`config.mk`:
```
export PLATFORM = sky130hd
export DESIGN_NAME = tpu_job_scheduler
export DESIGN_NICKNAME = d
export VERILOG_FILES = /design/src/rtl/tpu_sched_pkg.sv /design/src/rtl/tpu_job_fifo.sv /design/src/rtl/tpu_job_scheduler.sv
export SDC_FILE = /design/constraint.sdc
export NUM_CORES = 1
export LEC_CHECK = 0
export ABC_AREA = 1
export BUFFER_PORTS_ARGS = -buffer_cell sky130_fd_sc_hd__buf_2
export CORE_AREA = 2 2 104 146
export DETAILED_ROUTE_END_ITERATION = 16
export DIE_AREA = 0 0 106 148
export GPL_TIMING_DRIVEN = 0
export RECOVER_POWER = 50
export SKIP_LAST_GASP = 1
export SLEW_MARGIN = 15
export SYNTH_ARGS = -nofsm -noshare
export SYNTH_HDL_FRONTEND = slang
export SYNTH_SLANG_ARGS = --single-unit
```
`constraint.sdc`:
```
create_clock -name clk -period 2.3 [get_ports clk]
set_clock_uncertainty 0.1 [all_clocks]
set_input_delay 0.115 -clock clk [delete_from_list [all_inputs] [get_ports clk]]
set_output_delay 0.115 -clock clk [all_outputs]
set_load 0.02 [all_outputs]
```
`src/rtl/tpu_sched_pkg.sv`:
```
// Shared types and defaults for the TPU job scheduler: FSM states, descriptor
// and completion record layouts, and the default watchdog/reset-pulse settings.
package tpu_sched_pkg;

  typedef enum logic [2:0] {
    S_IDLE,
    S_START,
    S_RUN,
    S_RECOVER,
    S_REPORT
  } state_t;

  localparam int SET_W          = 2;
  localparam int DEF_ID_W       = 4;
  localparam int DEF_CYC_W      = 16;
  localparam int DEF_TIMEOUT    = 4095;
  localparam int DEF_RST_CYCLES = 4;

  typedef struct packed {
    logic [DEF_ID_W-1:0] id;
    logic [SET_W-1:0]    set;
  } desc_t;

  typedef struct packed {
    logic [DEF_ID_W-1:0]  id;
    logic [DEF_CYC_W-1:0] cycles;
    logic                 timeout;
  } cmp_t;

  // Packed descriptor width for a given tag width ({id, set}, id in the MSBs).
  function automatic int desc_width(input int id_w);
    return id_w + SET_W;
  endfunction

endpackage

```
`src/rtl/tpu_job_fifo.sv`:
```
// Synchronous job FIFO with registered occupancy; full/empty decode from the
// occupancy register so a same-cycle pop never frees space for a push.
module tpu_job_fifo #(
  parameter int DEPTH = 4,
  parameter int W     = 6,
  localparam int AW   = $clog2(DEPTH)
) (
  input  logic          clk,
  input  logic          srst,
  input  logic          push,
  input  logic          pop,
  input  logic [W-1:0]  wdata,
  output logic [W-1:0]  rdata,
  output logic          full,
  output logic          empty,
  output logic [AW:0]   level
);

  logic [W-1:0]  mem [DEPTH];
  logic [AW-1:0] wr_ptr;
  logic [AW-1:0] rd_ptr;
  logic          push_ok;
  logic          pop_ok;

  assign full    = (level == (AW+1)'(DEPTH));
  assign empty   = (level == '0);
  assign push_ok = push && !full;
  assign pop_ok  = pop && !empty;
  assign rdata   = mem[rd_ptr];

  always_ff @(posedge clk or posedge srst) begin
    if (srst) begin
      wr_ptr <= '0;
      rd_ptr <= '0;
      level  <= '0;
    end else begin
      if (push_ok) wr_ptr <= wr_ptr + AW'(1);
      if (pop_ok)  rd_ptr <= rd_ptr + AW'(1);
      case ({push_ok, pop_ok})
        2'b10:   level <= level + (AW+1)'(1);
        2'b01:   level <= level - (AW+1)'(1);
        default: level <= level;
      endcase
    end
  end

  // Storage needs no reset: occupancy alone decides what is valid.
  always_ff @(posedge clk) begin
    if (push_ok) mem[wr_ptr] <= wdata;
  end

endmodule

```
`src/rtl/tpu_job_scheduler.sv`:
```
// Job sequencer in front of tpu_top: queue descriptors, start/time each job,
// recover from hangs via tpu_rst_req, and return one completion per job.
//   state   | meaning
//   IDLE    | wait for a queued job, pop it
//   START   | one-cycle tpu_start, counter = 0
//   RUN     | count cycles until tpu_done or watchdog
//   RECOVER | hold tpu_rst_req for RST_CYCLES cycles
//   REPORT  | offer completion record until cmp_ready
module tpu_job_scheduler
  import tpu_sched_pkg::*;
#(
  parameter int QDEPTH     = 4,
  parameter int ID_W       = DEF_ID_W,
  parameter int CYC_W      = DEF_CYC_W,
  parameter int TIMEOUT    = DEF_TIMEOUT,
  parameter int RST_CYCLES = DEF_RST_CYCLES,
  localparam int LVL_W     = $clog2(QDEPTH) + 1
) (
  input  logic             clk,
  input  logic             srst,
  input  logic             job_valid,
  output logic             job_ready,
  input  logic [ID_W-1:0]  job_id,
  input  logic [1:0]       job_set,
  output logic             tpu_start,
  output logic [1:0]       tpu_job_set,
  input  logic             tpu_done,
  output logic             tpu_rst_req,
  output logic             cmp_valid,
  input  logic             cmp_ready,
  output logic [ID_W-1:0]  cmp_id,
  output logic [CYC_W-1:0] cmp_cycles,
  output logic             cmp_timeout,
  output logic             busy,
  output logic [LVL_W-1:0] q_level
);

  localparam int DW  = desc_width(ID_W);
  localparam int RCW = $clog2(RST_CYCLES + 1);

  state_t           state_q, state_d;
  logic [CYC_W-1:0] cnt_q, cnt_d, cnt_inc;
  logic [RCW-1:0]   rcnt_q, rcnt_d;
  logic [ID_W-1:0]  cur_id_q, cur_id_d;
  logic [1:0]       set_d;
  logic             start_d, rst_req_d, valid_d, to_d;
  logic [ID_W-1:0]  cmp_id_d;
  logic [CYC_W-1:0] cycles_d;
  logic [DW-1:0]    head;
  logic             full, empty, pop;

  tpu_job_fifo #(.DEPTH(QDEPTH), .W(DW)) u_fifo (
    .clk   (clk),
    .srst  (srst),
    .push  (job_valid),
    .pop   (pop),
    .wdata ({job_id, job_set}),
    .rdata (head),
    .full  (full),
    .empty (empty),
    .level (q_level)
  );

  // job_ready must read 0 while reset is held, 1 right after release.
  assign job_ready = !full && !srst;
  assign busy      = (state_q != S_IDLE) || !empty;
  assign cnt_inc   = (&cnt_q) ? cnt_q : cnt_q + CYC_W'(1);

  always_comb begin
    state_d   = state_q;
    cnt_d     = cnt_q;
    rcnt_d    = rcnt_q;
    cur_id_d  = cur_id_q;
    set_d     = tpu_job_set;
    start_d   = 1'b0;
    rst_req_d = tpu_rst_req;
    valid_d   = cmp_valid;
    cmp_id_d  = cmp_id;
    cycles_d  = cmp_cycles;
    to_d      = cmp_timeout;
    pop       = 1'b0;
    case (state_q)
      S_IDLE: begin
        if (!empty) begin
          pop      = 1'b1;
          cur_id_d = head[DW-1 -: ID_W];
          set_d    = head[SET_W-1:0];
          start_d  = 1'b1;
          cnt_d    = '0;
          state_d  = S_START;
        end
      end
      S_START: begin
        cnt_d   = cnt_inc;
        state_d = S_RUN;
      end
      S_RUN: begin
        // done is checked first so it wins a tie with the watchdog.
        if (tpu_done) begin
          valid_d  = 1'b1;
          cmp_id_d = cur_id_q;
          cycles_d = cnt_q;
          to_d     = 1'b0;
          state_d  = S_REPORT;
        end else if (cnt_q >= CYC_W'(TIMEOUT)) begin
          cmp_id_d  = cur_id_q;
          cycles_d  = CYC_W'(TIMEOUT);
          to_d      = 1'b1;
          rst_req_d = 1'b1;
          rcnt_d    = RCW'(RST_CYCLES - 1);
          state_d   = S_RECOVER;
        end else begin
          cnt_d = cnt_inc;
        end
      end
      S_RECOVER: begin
        if (rcnt_q == '0) begin
          rst_req_d = 1'b0;
          valid_d   = 1'b1;
          state_d   = S_REPORT;
        end else begin
          rcnt_d = rcnt_q - RCW'(1);
        end
      end
      S_REPORT: begin
        if (cmp_ready) begin
          valid_d = 1'b0;
          state_d = S_IDLE;
        end
      end
      default: state_d = S_IDLE;
    endcase
  end

  always_ff @(posedge clk or posedge srst) begin
    if (srst) begin
      state_q     <= S_IDLE;
      cnt_q       <= '0;
      rcnt_q      <= '0;
      cur_id_q    <= '0;
      tpu_start   <= 1'b0;
      tpu_job_set <= '0;
      tpu_rst_req <= 1'b0;
      cmp_valid   <= 1'b0;
      cmp_id      <= '0;
      cmp_cycles  <= '0;
      cmp_timeout <= 1'b0;
    end else begin
      state_q     <= state_d;
      cnt_q       <= cnt_d;
      rcnt_q      <= rcnt_d;
      cur_id_q    <= cur_id_d;
      tpu_start   <= start_d;
      tpu_job_set <= set_d;
      tpu_rst_req <= rst_req_d;
      cmp_valid   <= valid_d;
      cmp_id      <= cmp_id_d;
      cmp_cycles  <= cycles_d;
      cmp_timeout <= to_d;
    end
  end

endmodule

```
# Word-level counts from Yosys, hierarchy flattened
# Memories as Yosys holds them, arrays and structs flattened. A register that Yosys moved wholly into a read port is not among the register bits.
# Index checks and enable logic that the tools add are counted.
[classes]
n_addsub = 6
order_cmp = 1
eq_ne = 16
n_mux = 32
bitwise = 1
n_reduce_logical = 24
[op_table]
columns = ["cell", "n"]
rows = [
  ["16-bit two-way mux", 6],
  ["16-bit one-hot mux with 3 select lines", 1],
  ["3-bit two-way mux", 7],
  ["4-bit AND reduction", 5],
  ["16-bit by 1-bit adder with 16-bit output (second input constant)", 1],
  ["16-bit by 12-bit greater-or-equal comparator with 1-bit output (second input constant)", 1],
  ["2-bit != test (second input constant)", 8],
  ["16-bit AND reduction", 1],
  ["3-bit one-hot mux with 5 select lines", 1],
  ["3-bit one-hot mux with 2 select lines", 2],
  ["1-bit two-way mux", 11],
  ["3-bit zero test", 3],
  ["3-bit nonzero test", 3],
  ["4-bit two-way mux", 2],
  ["3-bit by 2-bit equality test with 1-bit output (second input constant)", 2],
  ["3-bit equality test (second input constant)", 2],
  ["2-bit nonzero test", 3],
  ["3-bit by 1-bit subtractor with 3-bit output (second input constant)", 2],
  ["2-bit by 1-bit adder with 2-bit output (second input constant)", 2],
  ["2-bit AND reduction", 2],
  ["3-bit by 1-bit adder with 3-bit output (second input constant)", 1],
  ["3-bit by 1-bit equality test with 1-bit output (second input constant)", 1],
  ["1-bit logical AND", 3],
  ["1-bit zero test", 3],
  ["7 further kinds", 7],
]
[word_totals]
reg_bits = 53
mem_bits_rw = 24
inputBits = 11
out_inout_bits = 31
word_cells = 93
mem_count = 1
[mem_list]
columns = ["memory", "depth", "word_bits", "read_ports", "rd_ports_with_merged_regs", "write_ports", "line", "rtl"]
rows = [
  ["u_fifo.mem", 4, 6, 1, 1, 1, "tpu_job_fifo.sv:19", "logic [W-1:0] mem [DEPTH];"],
]

# Depth between registers and ports, before layout
# Gate-level depths: netlist of the first run.
[logic_depth]
depth_word = 6
mapped_depth = 12
ltp_nobuf = 11

# Cells and area by module
# From an unflattened synthesis of the first run, not the netlist that was laid out.
[unflattened]
hier_cells = 472
hier_area_um2 = 4131.5
[by_module_without_submodules]
columns = ["mod", "n_inst", "cells_each", "area_per_inst_um2", "seq_area_each_um2"]
rows = [
  ["tpu_job_scheduler", 1, 340, 2700.1, 1301.2],
  ["tpu_job_fifo", 1, 132, 1431.4, 895.9],
]

# Least setup slack after synthesis of the first run
# OpenSTA, ideal clock, no wires.
[synth_path]
kind = "reg2reg"
from = "register state_q[0]"
to = "register u_fifo.level[2]"
setup_time_ns = 0.132
arrival_time_ns = 2.070
t_required_ns = 2.068
path_slack_ns = -0.002
path_stages_with_launch = 13
path_buffers = 1
synth_period_minus_slack_ns = 2.302
path_cell_list = "dfrtp_1 inv_1 nand2_2 nor2_2 o21ai_0 inv_1 buf_2 ha_1 inv_1 fa_1 a21oi_1 o21ai_0 xnor2_1"
[synth_via]
elab_chain_cells = 5
word_cells_on_any_way = 7
classes_between = "eq/ne: 2; mux: 2; reduce/logical: 3"
[synth_lines]
columns = ["element", "line", "rtl"]
rows = [
  ["start, declared", "tpu_job_scheduler.sv:41", "state_t state_q, state_d;"],
  ["start signal, assigned", "tpu_job_scheduler.sv:149", "state_q <= state_d;"],
  ["3-bit zero test *", "tpu_job_scheduler.sv:82", "case (state_q)"],
  ["1-bit two-way mux *", "tpu_job_scheduler.sv:82", ""],
  ["via pop", "tpu_job_scheduler.sv:50", "logic full, empty, pop;"],
  ["1-bit logical AND *", "tpu_job_fifo.sv:28", "assign pop_ok = pop && !empty;"],
  ["2-bit by 1-bit equality test with 1-bit output or 2-bit equality test (tied branches)", "tpu_job_fifo.sv:39", "case ({push_ok, pop_ok})"],
  ["3-bit one-hot mux with 2 select lines or 2-bit nonzero test (tied branches)", "n/a", ""],
  ["end signal, assigned", "tpu_job_fifo.sv:40", "2'b10: level <= level + (AW+1)'(1);"],
  ["end signal, assigned", "tpu_job_fifo.sv:41", "2'b01: level <= level - (AW+1)'(1);"],
  ["end signal, assigned", "tpu_job_fifo.sv:42", "default: level <= level;"],
  ["end, declared", "tpu_job_fifo.sv:16", "output logic [AW:0] level"],
]
# The timed path passes the listed nets; every way through them passes the cells marked *.
# A chain may end at the register's enable or synchronous reset.

# Final worst setup path of the first run
# Same ends and word-level chain as after synthesis.

==> summary.md, run 1 <==
| Metric | Value |
|---|---|
| Status | `completed` |
| Non-Filler Instances | `between 700 and 800` |
| IO Pins | `42` |
| Core ar. | `0.0144 mm^2` |
| Synth Area per Inst | `8.74 um^2` |
| Post-DP HPWL | `6500 um` |
| Final setup margin | `between 0.1 and 0.15 ns` |
| Setup-failing EPs final | `0` |
| P_leak | `2.14 nW` |
| Xor and xnor area share after synthesis | `between 2 and 2.5%` |
| Synth Area in Compound Gates | `under 10%` |
| Port buffer count | `41` |
| Remaining DRCs | `0` |
| Via density | `about 4.4` |
| Critical path cell sequence | `inv_2 -> nand2_4 -> nor2_4 -> o21ai_2 -> inv_1 -> buf_6 -> ha_1 -> inv_1 -> fa_1 -> a21oi_1 -> o21ai_1 -> xnor2_1` |
| GPL Wtd Cong | `0.880` |
| Crit path max fanout | `8` |
| Final period util | `94.8%` |
| YS warnings | `0` |
| Mapped Cells | `453` |
| Wire length per cell | `12.4 um` |
| Synthesized Nets | `473` |
| Initial core utilization | `27.5%` |
| Final hold vios | `0` |
| Die Width | `106 um` |
| Synth unique cells | `34` |
| Hold Path Class | `input pin to register` |
| VDD IR max | `0.541 mV` |
| # diodes | `0` |
| CP arrival | `2.30 ns` |
| DP Worst Slack | `-0.198 ns` |
| Startpoint types | `register` |
| Row cnt | `52` |
| CTS H-tree lvls | `3` |
| Cell area power density | `1320 mW/mm^2` |
| Total number of vias | `3154` |
| First-pass GRT wire length | `15000 um` |
| Most frequent CP cell | `inv_1` |
| Initial DRC Count | `134` |
| Total Power | `0.00640 W` |
| Post-Route Setup TNS | `0 ns` |
| Fin. max-slew vios | `0` |
| Total die area | `0.0157 mm^2` |
| R2R Setup Slk | `0.12 ns` |
| Clock Path Buffers | `2` |
| Worst-Margin Slew | `approximately 1.2 ns` |
| All-Layer GR Usage | `around 12%` |
| Simple-gate portion of the synthesized area | `26.3%` |
| Drt first pass iters | `4` |
| Cts bufs inserted | `9` |
| Routed WL | `8860 um` |
| Seq/Total Area, Yosys | `55.5%` |
| # clock sinks | `83` |
| Largest net degree at the start of global routing | `60` |
| Slew headroom | `18.3%` |
| Min Tclk post-route | `2.18 ns` |
| Final ANT Viol Nets | `0` |
| Post-synthesis mux area share | `0%` |
| Final nets | `542` |
| Largest family of logic cells by synthesized area | `simple AND/OR/NAND/NOR gates` |
| Crit end category | `register` |
| CTS root buffer | `clkbuf_16` |
| Gr ovfl total | `0` |
| CTS tree | `yes` |
| Setup CP Type | `register to register` |
| Layout cell share with drive strength beyond 1 | `12.3%` |
| Max_cap viols | `0` |
| Worst-path clk slew | `0.07 ns` |
| Synth Register Bits | `slightly above 80` |
| Vias in the first global route | `roughly 3200` |
| Slowest cell on the critical path | `dfrtp_1` |
| Area Overhead vs Synth | `22.7%` |
| CP peak stage delay | `0.40 ns` |
| Worst-Skew Late Latency | `0.34 ns` |
| Peak Freq | `0.459 GHz` |
| Antenna violations before repair | `0` |
| Placed Instances | `683` |
| Adder-Cell Fraction of Synth Area | `under 10%` |
| WP data required | `roughly 2.4 ns` |
| Synth Cell Area | `between 0.003 and 0.004 mm^2` |
| Die Height | `148 um` |
-- cell usage in the layout, fill, tap and decap left out, types with 4 or more instances in the layout --
cell type / n
nand2_1: 113
nor2_1: 98
dfrtp_1: 58
clkbuf_1: 40
inv_1: 38
o21ai_0: 26
edfxtp_1: 24
nand3_1: 11
buf_4: 11
clkbuf_16: 9
ha_1: 8
dlygate4sd3_1: 8
xor2_1: 6
buf_2: 6
nand4_1: 5
inv_2: 5
o21ai_2: 5
nand2_2: 4
nor2_4: 4
a21oi_1: 4
o21ai_1: 4
o22ai_1: 4
xnor2_1: 4
-- final timing paths --
kind | start | endpoint | cells after the start
min in group asynchronous | srst | u_fifo.level[0] | 3
min reg2reg | tpu_rst_req | tpu_rst_req | 2
max reg2reg | state_q[0] | u_fifo.level[2] | 12
max in group asynchronous | srst | state_q[1] | 3
max | state_q[0] | u_fifo.level[2] | 12
min | tpu_done | cmp_timeout | 4
-- repair_timing --
item	in CTS	in global routing
hold endpoints to repair	84	0
resized for setup	5	3
pin swaps	0	1
setup endpoints to repair	2	2
setup buffers	2	7
cloned	0	0
hold buffers	8	0
-- registers in the layout (all words and copies together) (netlist names), 2 cells and up --
register / cells
u_fifo.rd_ptr: 2
state_q: 3
u_fifo.mem: 24
tpu_job_set: 2
cur_id_q: 4
cnt_q: 16
cmp_id: 4
u_fifo.level: 3
cmp_cycles: 16
u_fifo.wr_ptr: 2
rcnt_q: 3
-- Yosys cell counts --
cell	number	area share (%)
o21ai_2	4	0.88
o21ai_1	3	0.38
inv_2	3	0.28
fa_1	1	0.51
xnor2_1	4	0.88
nand3_2	3	0.76
buf_2	1	0.13
nand2_2	5	0.79
nor2_4	3	0.85
o21bai_1	2	0.38
nand2_1	113	11
clkbuf_1	5	0.47
o22ai_1	4	0.63
inv_1	40	3.8
nand4_1	5	0.79
a21oi_2	1	0.22
ha_1	8	2.5
edfxtp_1	24	18
nor3_1	1	0.13
buf_6	2	0.57
buf_4	2	0.38
a21o_1	1	0.19
dfrtp_1	59	37
nand3_1	11	1.4
nand2_4	2	0.57
nor2_2	4	0.63
nand3b_1	1	0.19
xor2_1	6	1.3
o21ai_0	28	3.5
a31oi_1	3	0.47
o31ai_1	1	0.19
nor2_1	98	9.3
a21oi_1	4	0.51
nor3b_1	1	0.19
-- critical path: cells and delay by family (launching register included) --
family                   cells  cell delay (ns)
AO/OA/AOI/OAI                3             0.30
XOR/XNOR                     1             0.12
adder cells (fa/ha/maj)      2             0.52
buffers and inverters        4             0.42
flip-flops                   1             0.40
AND/OR/NAND/NOR              2             0.20
-- layout make-up --
class / count / area (um^2)
Multi-Input combinational cell: 317 / 1560
Clock inverter: 7 / 109
Tap cell: 189 / 236
Inverter: 43 / 161
Buffer: 10 / 67.6
Clock buffer: 9 / 225
Timing Repair Buffer: 58 / 309
Sequential cell: 83 / 2200
Fill cell: 1511 / 9520
-- where the power goes --
part	switching [W]	internal [W]
Clock	0.000646	0.000975
Sequential	0.000257	0.00199
Combinational	0.00167	0.000870
-- per-stage QoR --
| stage | util (%) | cell area (um^2) | hold WS [ns] |
|---|---|---|---|
| CTS | 33.7 | 4850 | 0.0411 |
| detailed placement | 30.7 | 4410 | 0.221 |
| finish | 33.8 | 4860 | 0.0422 |
| floorplan | - | 3960 | 0.114 |
| global placement | 30.6 | 4410 | 0.226 |
| global route | 33.8 | 4860 | 0.0892 |
-- per-layer routing --
layer  vias up  track usage [%]  share of wire (%)
li1       1579                -                  -
met1      1506             13.3                 42
met2        55             22.6                 53
met3        14             2.16                3.5
met4         0             4.47                1.8
met5         -                0                  0
-- cell families (layout without fill, tap and decap cells) --
group           Yosys count  count (layout)
compound gates           51              51
xor+xnor                 10              10
fa+ha+maj                 9               9
buf+inv                  53             127
flops                    83              83
simple gates            247             247
Power figures use the tool's default switching activity.
==> run 2, diff against run 1 <==
Settings changed: BUFFER_PORTS_ARGS -buffer_cell sky130_fd_sc_hd__buf_2 to unset, CTS_CLUSTER_DIAMETER set to 40, DONT_BUFFER_PORTS set to 1, GPL_TIMING_DRIVEN 0 to unset.
==> run 2 against run 1 <==
Worst setup slack gained 0.056 ns. Critical path depth is 1 lower. Via count down 7.4%. Sequential share of layout area rose by 2.4 points. Die area unchanged. Critical path type unchanged.
==> summary.md, run 2 (synthesized netlist as in run 1, its figures left out) <==
| Metric | Value |
|---|---|
| Status | `completed` |
| Initial DRC Count | `112 (-16%)` |
| Slew headroom | `33.0% (+15 points)` |
| Max_cap viols | `0 (unchanged)` |
| Clk network pwr share | `24.8% (-0.5 points)` |
| Worst-Skew Late Latency | `0.34 ns (about the same)` |
| Total Power | `0.00584 W (-8.8%)` |
| Psw | `0.00241 W (-6.2%)` |
| Initial core utilization | `27.5% (unchanged)` |
| # diodes | `0 (unchanged)` |
| Most common cell after layout, fill and taps aside | `nand2_1` |
| Post-DP HPWL | `6220 um (-4.3%)` |
| VDD IR max | `0.628 mV (+16%)` |
| Final hold vios | `0 (unchanged)` |
| Peak Freq | `0.471 GHz (+2.7%)` |
| IO Pins | `42 (unchanged)` |
| CTS root buffer | `clkbuf_16` |
| Final nets | `492 (-9.2%)` |
| P_leak | `2.04 nW (-4.9%)` |
| # clock sinks | `83 (unchanged)` |
| Routed WL | `8420 um (-5.0%)` |
| Die Height | `148 um (unchanged)` |
| Row cnt | `52 (unchanged)` |
| GPL Wtd Cong | `0.843 (-4.2%)` |
| Internal Power | `0.00343 W (-10%)` |
| Crit end category | `register` |
| Antenna violations before repair | `0 (unchanged)` |
| Comb power frac | `30.7% (-8.9 points)` |
| Worst-Margin Slew | `1.00 ns (-0.221 ns)` |
| CTS H-tree lvls | `3 (unchanged)` |
| Biggest register | `u_fifo.mem` |
| Met2 WL | `4570 um (-3.0%)` |
| Hold Slack | `0.0141 ns (-0.0281 ns)` |
| Cts bufs inserted | `9 (unchanged)` |
| Total die area | `0.0157 mm^2 (unchanged)` |
| CP arrival | `2.25 ns (-0.05 ns)` |
| Sw frac | `41.3% (+1.1 points)` |
| Final period util | `92.3% (-2.5 points)` |
| Hold Path Class | `input pin to register` |
| Gr ovfl total | `0 (unchanged)` |
| WL met3 | `452 um (+46%)` |
| Total number of vias | `2920 (-7.4%)` |
| Clock Path Buffers | `2 (unchanged)` |
| Port buffer count | `0 (-100%)` |
| Via density | `4.38 (-0.47%)` |
| Area post-placement | `0.00421 mm^2 (-4.5%)` |
| Post-Route M1 WL | `3250 um (-12%)` |
| Wire length per cell | `12.6 um (+2.1%)` |
| Die Width | `106 um (unchanged)` |
| Startpoint types | `register` |
| All-Layer GR Usage | `11.9% (-0.11 points)` |
| Reg power frac | `44.5% (+9.4 points)` |
| Remaining DRCs | `0 (unchanged)` |
| Cell area power density | `1270 mW/mm^2 (-3.9%)` |
| Setup CP Type | `register to register` |
| Fin. max-slew vios | `0 (unchanged)` |
| CTS tree | `yes` |
| Top Metal Used | `met4` |
| Drt first pass iters | `4 (unchanged)` |
| Design area | `0.00462 mm^2 (-5.1%)` |
| Setup-failing EPs final | `0 (unchanged)` |
| Vias in the first global route | `3023 (-6.5%)` |
| Largest net degree at the start of global routing | `35 (-42%)` |
| Area Overhead vs Synth | `16.5%` |
| Commonest non-fill, non-tap cells in the layout | `nand2_1 (113), nor2_1 (98), dfrtp_1 (59), inv_1 (39), o21ai_0 (27)` |
| Worst-path clk slew | `0.07 ns (about the same)` |
| First-pass GRT wire length | `14600 um (-2.6%)` |
| Max reg flops | `24 (unchanged)` |
| WP data required | `2.42 ns (about the same)` |
| Layout cell share with drive strength beyond 1 | `10.5% (-1.9 points)` |
| Core ar. | `0.0144 mm^2 (unchanged)` |
| Post-Route Setup TNS | `0 ns (unchanged)` |
| RSZ-0062 raised after global routing | `false` |
| Crit path max fanout | `4 (-4)` |
| Final ANT Viol Nets | `0 (unchanged)` |
| Biggest regs | `u_fifo.mem: 24 flops, cmp_cycles: 16 flops, cnt_q: 16 flops` |
| Min Tclk post-route | `2.12 ns (-0.0564 ns)` |
[run 2: cell types whose count changed in the layout (fill, tap and decap cells not counted), sizes merged]
cell,change
clkbuf,-39
buf,-12
bufinv,-2
dlygate4sd3,+2
inv,+1
[run 2: layout make-up]
class                      count  area, um^2
fill                        1475        9760
clock inverter                 6        51.3
tap                          189         236
multi-input combinational    317        1550
timing repair buffer          18         173
sequential                    83        2200
clock buffer                  10         250
inverter                      43         161
[run 2: routing by layer]
layer | up-vias | global-route usage, %
met4 | 0 | 4.67
met2 | 60 | 22.0
li1 | 1474 | -
met1 | 1375 | 12.3
met3 | 11 | 3.84
met5 | - | 0
[run 2: critical path: stages, from the launching register on]
cell	delay [ns]
dfrtp_1	0.42
inv_2	0.10
nand2_2	0.09
nor2_4	0.13
o21ai_1	0.10
inv_1	0.09
ha_1	0.14
inv_1	0.06
fa_1	0.38
a21oi_1	0.15
o21ai_0	0.11
xnor2_1	0.13
[run 2: final timing paths]
check,slack [ns],startpoint,endpoint,cells past startpoint
min in group asynchronous,0.37,srst,cnt_q[5],2
worst min-delay path,0.01,tpu_done,cmp_valid,3
worst max register to register,0.18,state_q[0],u_fifo.level[2],11
max in group asynchronous,1.01,srst,cmp_timeout,3
worst min register to register,0.41,rcnt_q[0],rcnt_q[0],1
worst max-delay path,0.18,state_q[0],u_fifo.level[2],11
[run 2: timing repair]
action | in CTS | in global routing
buffers inserted | 0 | 0
gates resized for setup | 0 | 3
setup endpoints to repair | 0 | 2
hold buffers | 10 | 0
endpoints found under the hold margin | 54 | 0
[run 2: per-stage QoR]
stage	setup WS, ns	instances	util, %
2_1_floorplan	0.0344	453	-
3_3_place_gp	0.135	640	29.3
3_5_place_dp	0.0475	640	29.3
4_1_cts	0.0297	666	32.1
5_1_grt	0.0378	666	32.1
6_report	0.177	666	32.1
[run 2: power by group through the flow]
stage	Clock, W	Combinational [W]	Sequential (W)
global placement	0	0.00175	0.00263
floorplan	0	0.00145	0.00252
finish	0.00145	0.00179	0.00260
global route	0.00156	0.00211	0.00267
CTS	0.00150	0.00183	0.00262
detailed placement	0	0.00181	0.00265
==> run 3, diff against run 2 <==
Settings changed: ABC_AREA 1 to 0, CORE_AREA 2 2 104 146 to 2 2 102 143, DIE_AREA 0 0 106 148 to 0 0 104 145.
==> run 3 against run 2 <==
Utilization up 0.52 points. Sequential power about the same. Critical path depth down 6. Register-to-register slack about the same. Sequential share of layout area is 1.3 points higher. Power grew 2.5%. Combinational power up 10%. Hold slack got worse by 0.0047 ns. Global-route usage down 0.27 points. First-iteration DRC count rose by 95%. Highest routed layer unchanged.
==> summary.md, run 3 <==
| Metric | Value |
|---|---|
| Status | `completed` |
| # clock sinks | `83 (unchanged)` |
| Wire length per cell | `15.6 um (+23%)` |
| Port buffer count | `0 (unchanged)` |
| Layout cell share with drive strength beyond 1 | `18.1% (+7.6 points)` |
| Worst-Skew Late Latency | `0.34 ns (about the same)` |
| All-Layer GR Usage | `11.6% (-0.27 points)` |
| CP arrival | `2.22 ns (-0.03 ns)` |
| Post-DP HPWL | `5800 um (-6.8%)` |
| DP Worst Slack | `0.136 ns (+0.0889 ns)` |
| Final period util | `91.8% (-0.48 points)` |
| Setup bufs post-CTS | `0 (unchanged)` |
| Hold Slack | `0.00936 ns (-0.00473 ns)` |
| Worst-path clk slew | `0.06 ns (about the same)` |
| Startpoint types | `register` |
| Via density | `4.76 (+8.6%)` |
| Gr busiest metal | `met2` |
| Synth area leaders | `dfrtp_1 (39%), edfxtp_1 (19%), mux4_2 (3.6%)` |
| CP peak stage delay | `0.51 ns (+0.09 ns)` |
| Die Height | `145 um (-2.0%)` |
| Top FF cell, synth | `dfrtp_1` |
| IO Pins | `42 (unchanged)` |
| Final nets | `352 (-28%)` |
| Row cnt | `51 (-1.9%)` |
| Area leader, netlist | `dfrtp_1` |
| P_leak | `1.83 nW (-10%)` |
| Crit path max fanout | `14 (+10)` |
| Async S/R FF share, synth | `71.1% (unchanged)` |
| RSZ-0062 raised after global routing | `false` |
| Setup CP Type | `register to register` |
| WP data required | `2.41 ns (about the same)` |
| GPL Wtd Cong | `0.846 (+0.28%)` |
| Critical path cell sequence | `or4_4 -> o21ai_4 -> nand3_2 -> nor2_1 -> a31oi_1` |
| Total Power | `0.00599 W (+2.5%)` |
| Vias in the first global route | `2514 (-17%)` |
| Core ar. | `0.0138 mm^2 (-4.1%)` |
| Drt first pass iters | `4 (unchanged)` |
| Die Width | `104 um (-1.9%)` |
| Hold Path Class | `input pin to register` |
| Fin. max-slew vios | `0 (unchanged)` |
| Routed WL | `8120 um (-3.5%)` |
| Total die area | `0.0151 mm^2 (-3.9%)` |
| CTS root buffer | `clkbuf_16` |
| Area Overhead vs Synth | `19.2%` |
| Synth Area per Inst | `12.2 um^2 (+40%)` |
| Biggest regs | `u_fifo.mem: 24 flops, cmp_cycles: 16 flops, cnt_q: 16 flops` |
| Slowest cell on the critical path | `or4_4` |
| Met3 Use GR | `3.59% (-0.24 points)` |
| Worst-Margin Slew | `1.04 ns (+0.0364 ns)` |
| Biggest register | `u_fifo.mem` |
| Cts bufs inserted | `9 (unchanged)` |
| Register area | `0.00220 mm^2 (unchanged)` |
| Gr ovfl total | `0 (unchanged)` |
| Fill cells | `1406 (-4.7%)` |
| Crit end category | `register` |
| Post-synth EDFFs | `24 (unchanged)` |
| Footprint of the multi-input gates | `0.00147 mm^2 (-5.3%)` |
| Clock Path Buffers | `2 (unchanged)` |
| Synth Cell Area | `0.00377 mm^2 (-4.8%)` |
| YS warnings | `0 (unchanged)` |
| Cell area power density | `1330 mW/mm^2 (+5.2%)` |
| Final ANT Viol Nets | `0 (unchanged)` |
| Min Tclk post-route | `2.11 ns (-0.0109 ns)` |
| Synth unique cells | `50 (+47%)` |
| Synth Register Bits | `83 (unchanged)` |
| Final hold vios | `0 (unchanged)` |
| Peak Freq | `0.473 GHz (+0.52%)` |
| Setup-failing EPs final | `0 (unchanged)` |
| Synthesized Nets | `329 (-30%)` |
| Count leader, synth | `dfrtp_1` |
| # diodes | `0 (unchanged)` |
| Largest net degree at the start of global routing | `36 (+2.9%)` |
| CTS H-tree lvls | `3 (unchanged)` |
| Max_cap viols | `0 (unchanged)` |
| Seq/Total Area, Yosys | `58.2% (+2.8 points)` |
| Grt met2 use | `19.9% (-2.1 points)` |
| First-pass GRT wire length | `13700 um (-6.4%)` |
| Antenna violations before repair | `0 (unchanged)` |
| Met1 usage | `13.4% (+1.1 points)` |
| Final setup margin | `0.187 ns (+0.0109 ns)` |
| Most common cell after layout, fill and taps aside | `dfrtp_1` |
| Initial DRC Count | `218 (+95%)` |
| Synth top cells by count | `dfrtp_1 (59), nand2_1 (25), edfxtp_1 (24), o31ai_1 (17), nor2_1 (15)` |
| Total number of vias | `2485 (-15%)` |
| Mapped Cells | `309 (-32%)` |
| Fin util | `32.6% (+0.52 points)` |
| Initial core utilization | `27.4% (-0.18 points)` |
| Commonest non-fill, non-tap cells in the layout | `dfrtp_1 (59), nand2_1 (25), edfxtp_1 (24), buf_4 (21), o31ai_1 (17)` |
| CTS tree | `yes` |
| Remaining DRCs | `0 (unchanged)` |
| Max reg flops | `24 (unchanged)` |
| Post-synth top area share | `39.1% (+1.9 points)` |
| Slew headroom | `30.6% (-2.4 points)` |
| VDD IR max | `0.590 mV (-6.0%)` |
[run 3: worst max-delay path, delay by kind of cell, from the launching register on]
family / cells / cell delay [ns]
AND/OR/NAND/NOR: 3 / 1.14
AO/OA/AOI/OAI: 2 / 0.32
flip-flops: 1 / 0.43
[run 3: cell type report]
type,count,share of cell area (%)
clock buffer,11,5.18
clock inverter,5,1.42
inverter,10,0.835
multi-input combinational,197,32.6
sequential,83,48.9
tap,185,5.15
timing repair buffer,31,5.96
[run 3: path summary, 6_finish.rpt]
| check | start | endpoint | slack [ns] | depth (start not counted) |
|---|---|---|---|---|
| max in group asynchronous | srst | cnt_q[1] | 1.00 | 3 |
| min in group asynchronous | srst | u_fifo.level[0] | 0.37 | 2 |
| min | tpu_done | cnt_q[13] | 0.009 | 4 |
| min reg2reg | cur_id_q[3] | cmp_id[3] | 0.37 | 2 |
| max reg2reg | cnt_q[14] | cnt_q[3] | 0.19 | 5 |
| max | cnt_q[14] | cnt_q[3] | 0.19 | 5 |
[run 3: repair_timing]
item | 4_1_cts | 5_1_grt
setup endpoints to repair | 0 | 9
hold buffers | 9 | 0
hold endpoints to repair | 53 | 0
gates resized for setup | 0 | 2
[run 3: report_power, final]
| group | switching (W) | internal, W | total, W |
|---|---|---|---|
| clock network | 0.000573 | 0.000847 | 0.00142 |
| logic | 0.00106 | 0.000912 | 0.00197 |
| registers | 0.000610 | 0.00199 | 0.00260 |
[run 3: logic make-up after synthesis]
logic type      count (synthesis)  share of synthesized area [%]
mux                            14                           5.90
buf+inv                        29                           3.45
fa+ha+maj                       9                           3.18
simple gates                   92                           13.4
flops                          83                           58.2
compound gates                 75                           14.2
xor+xnor                        7                           1.63
[run 3: metrics by stage]
stage	instances	instance area [um^2]	TNS [ns]
final	522	4500	0
after CTS	522	4490	0
after detailed placement	497	4100	0
after floorplan	309	3800	-0.00367
after global placement	497	4100	0
after global routing	522	4500	0
[run 3: layer usage]
layer / vias to the layer above / share of wire [%]
met3: 7 / 5.2
li1: 1200 / -
met1: 1231 / 41
met4: 0 / 1.2
met2: 47 / 53
met5: - / 0
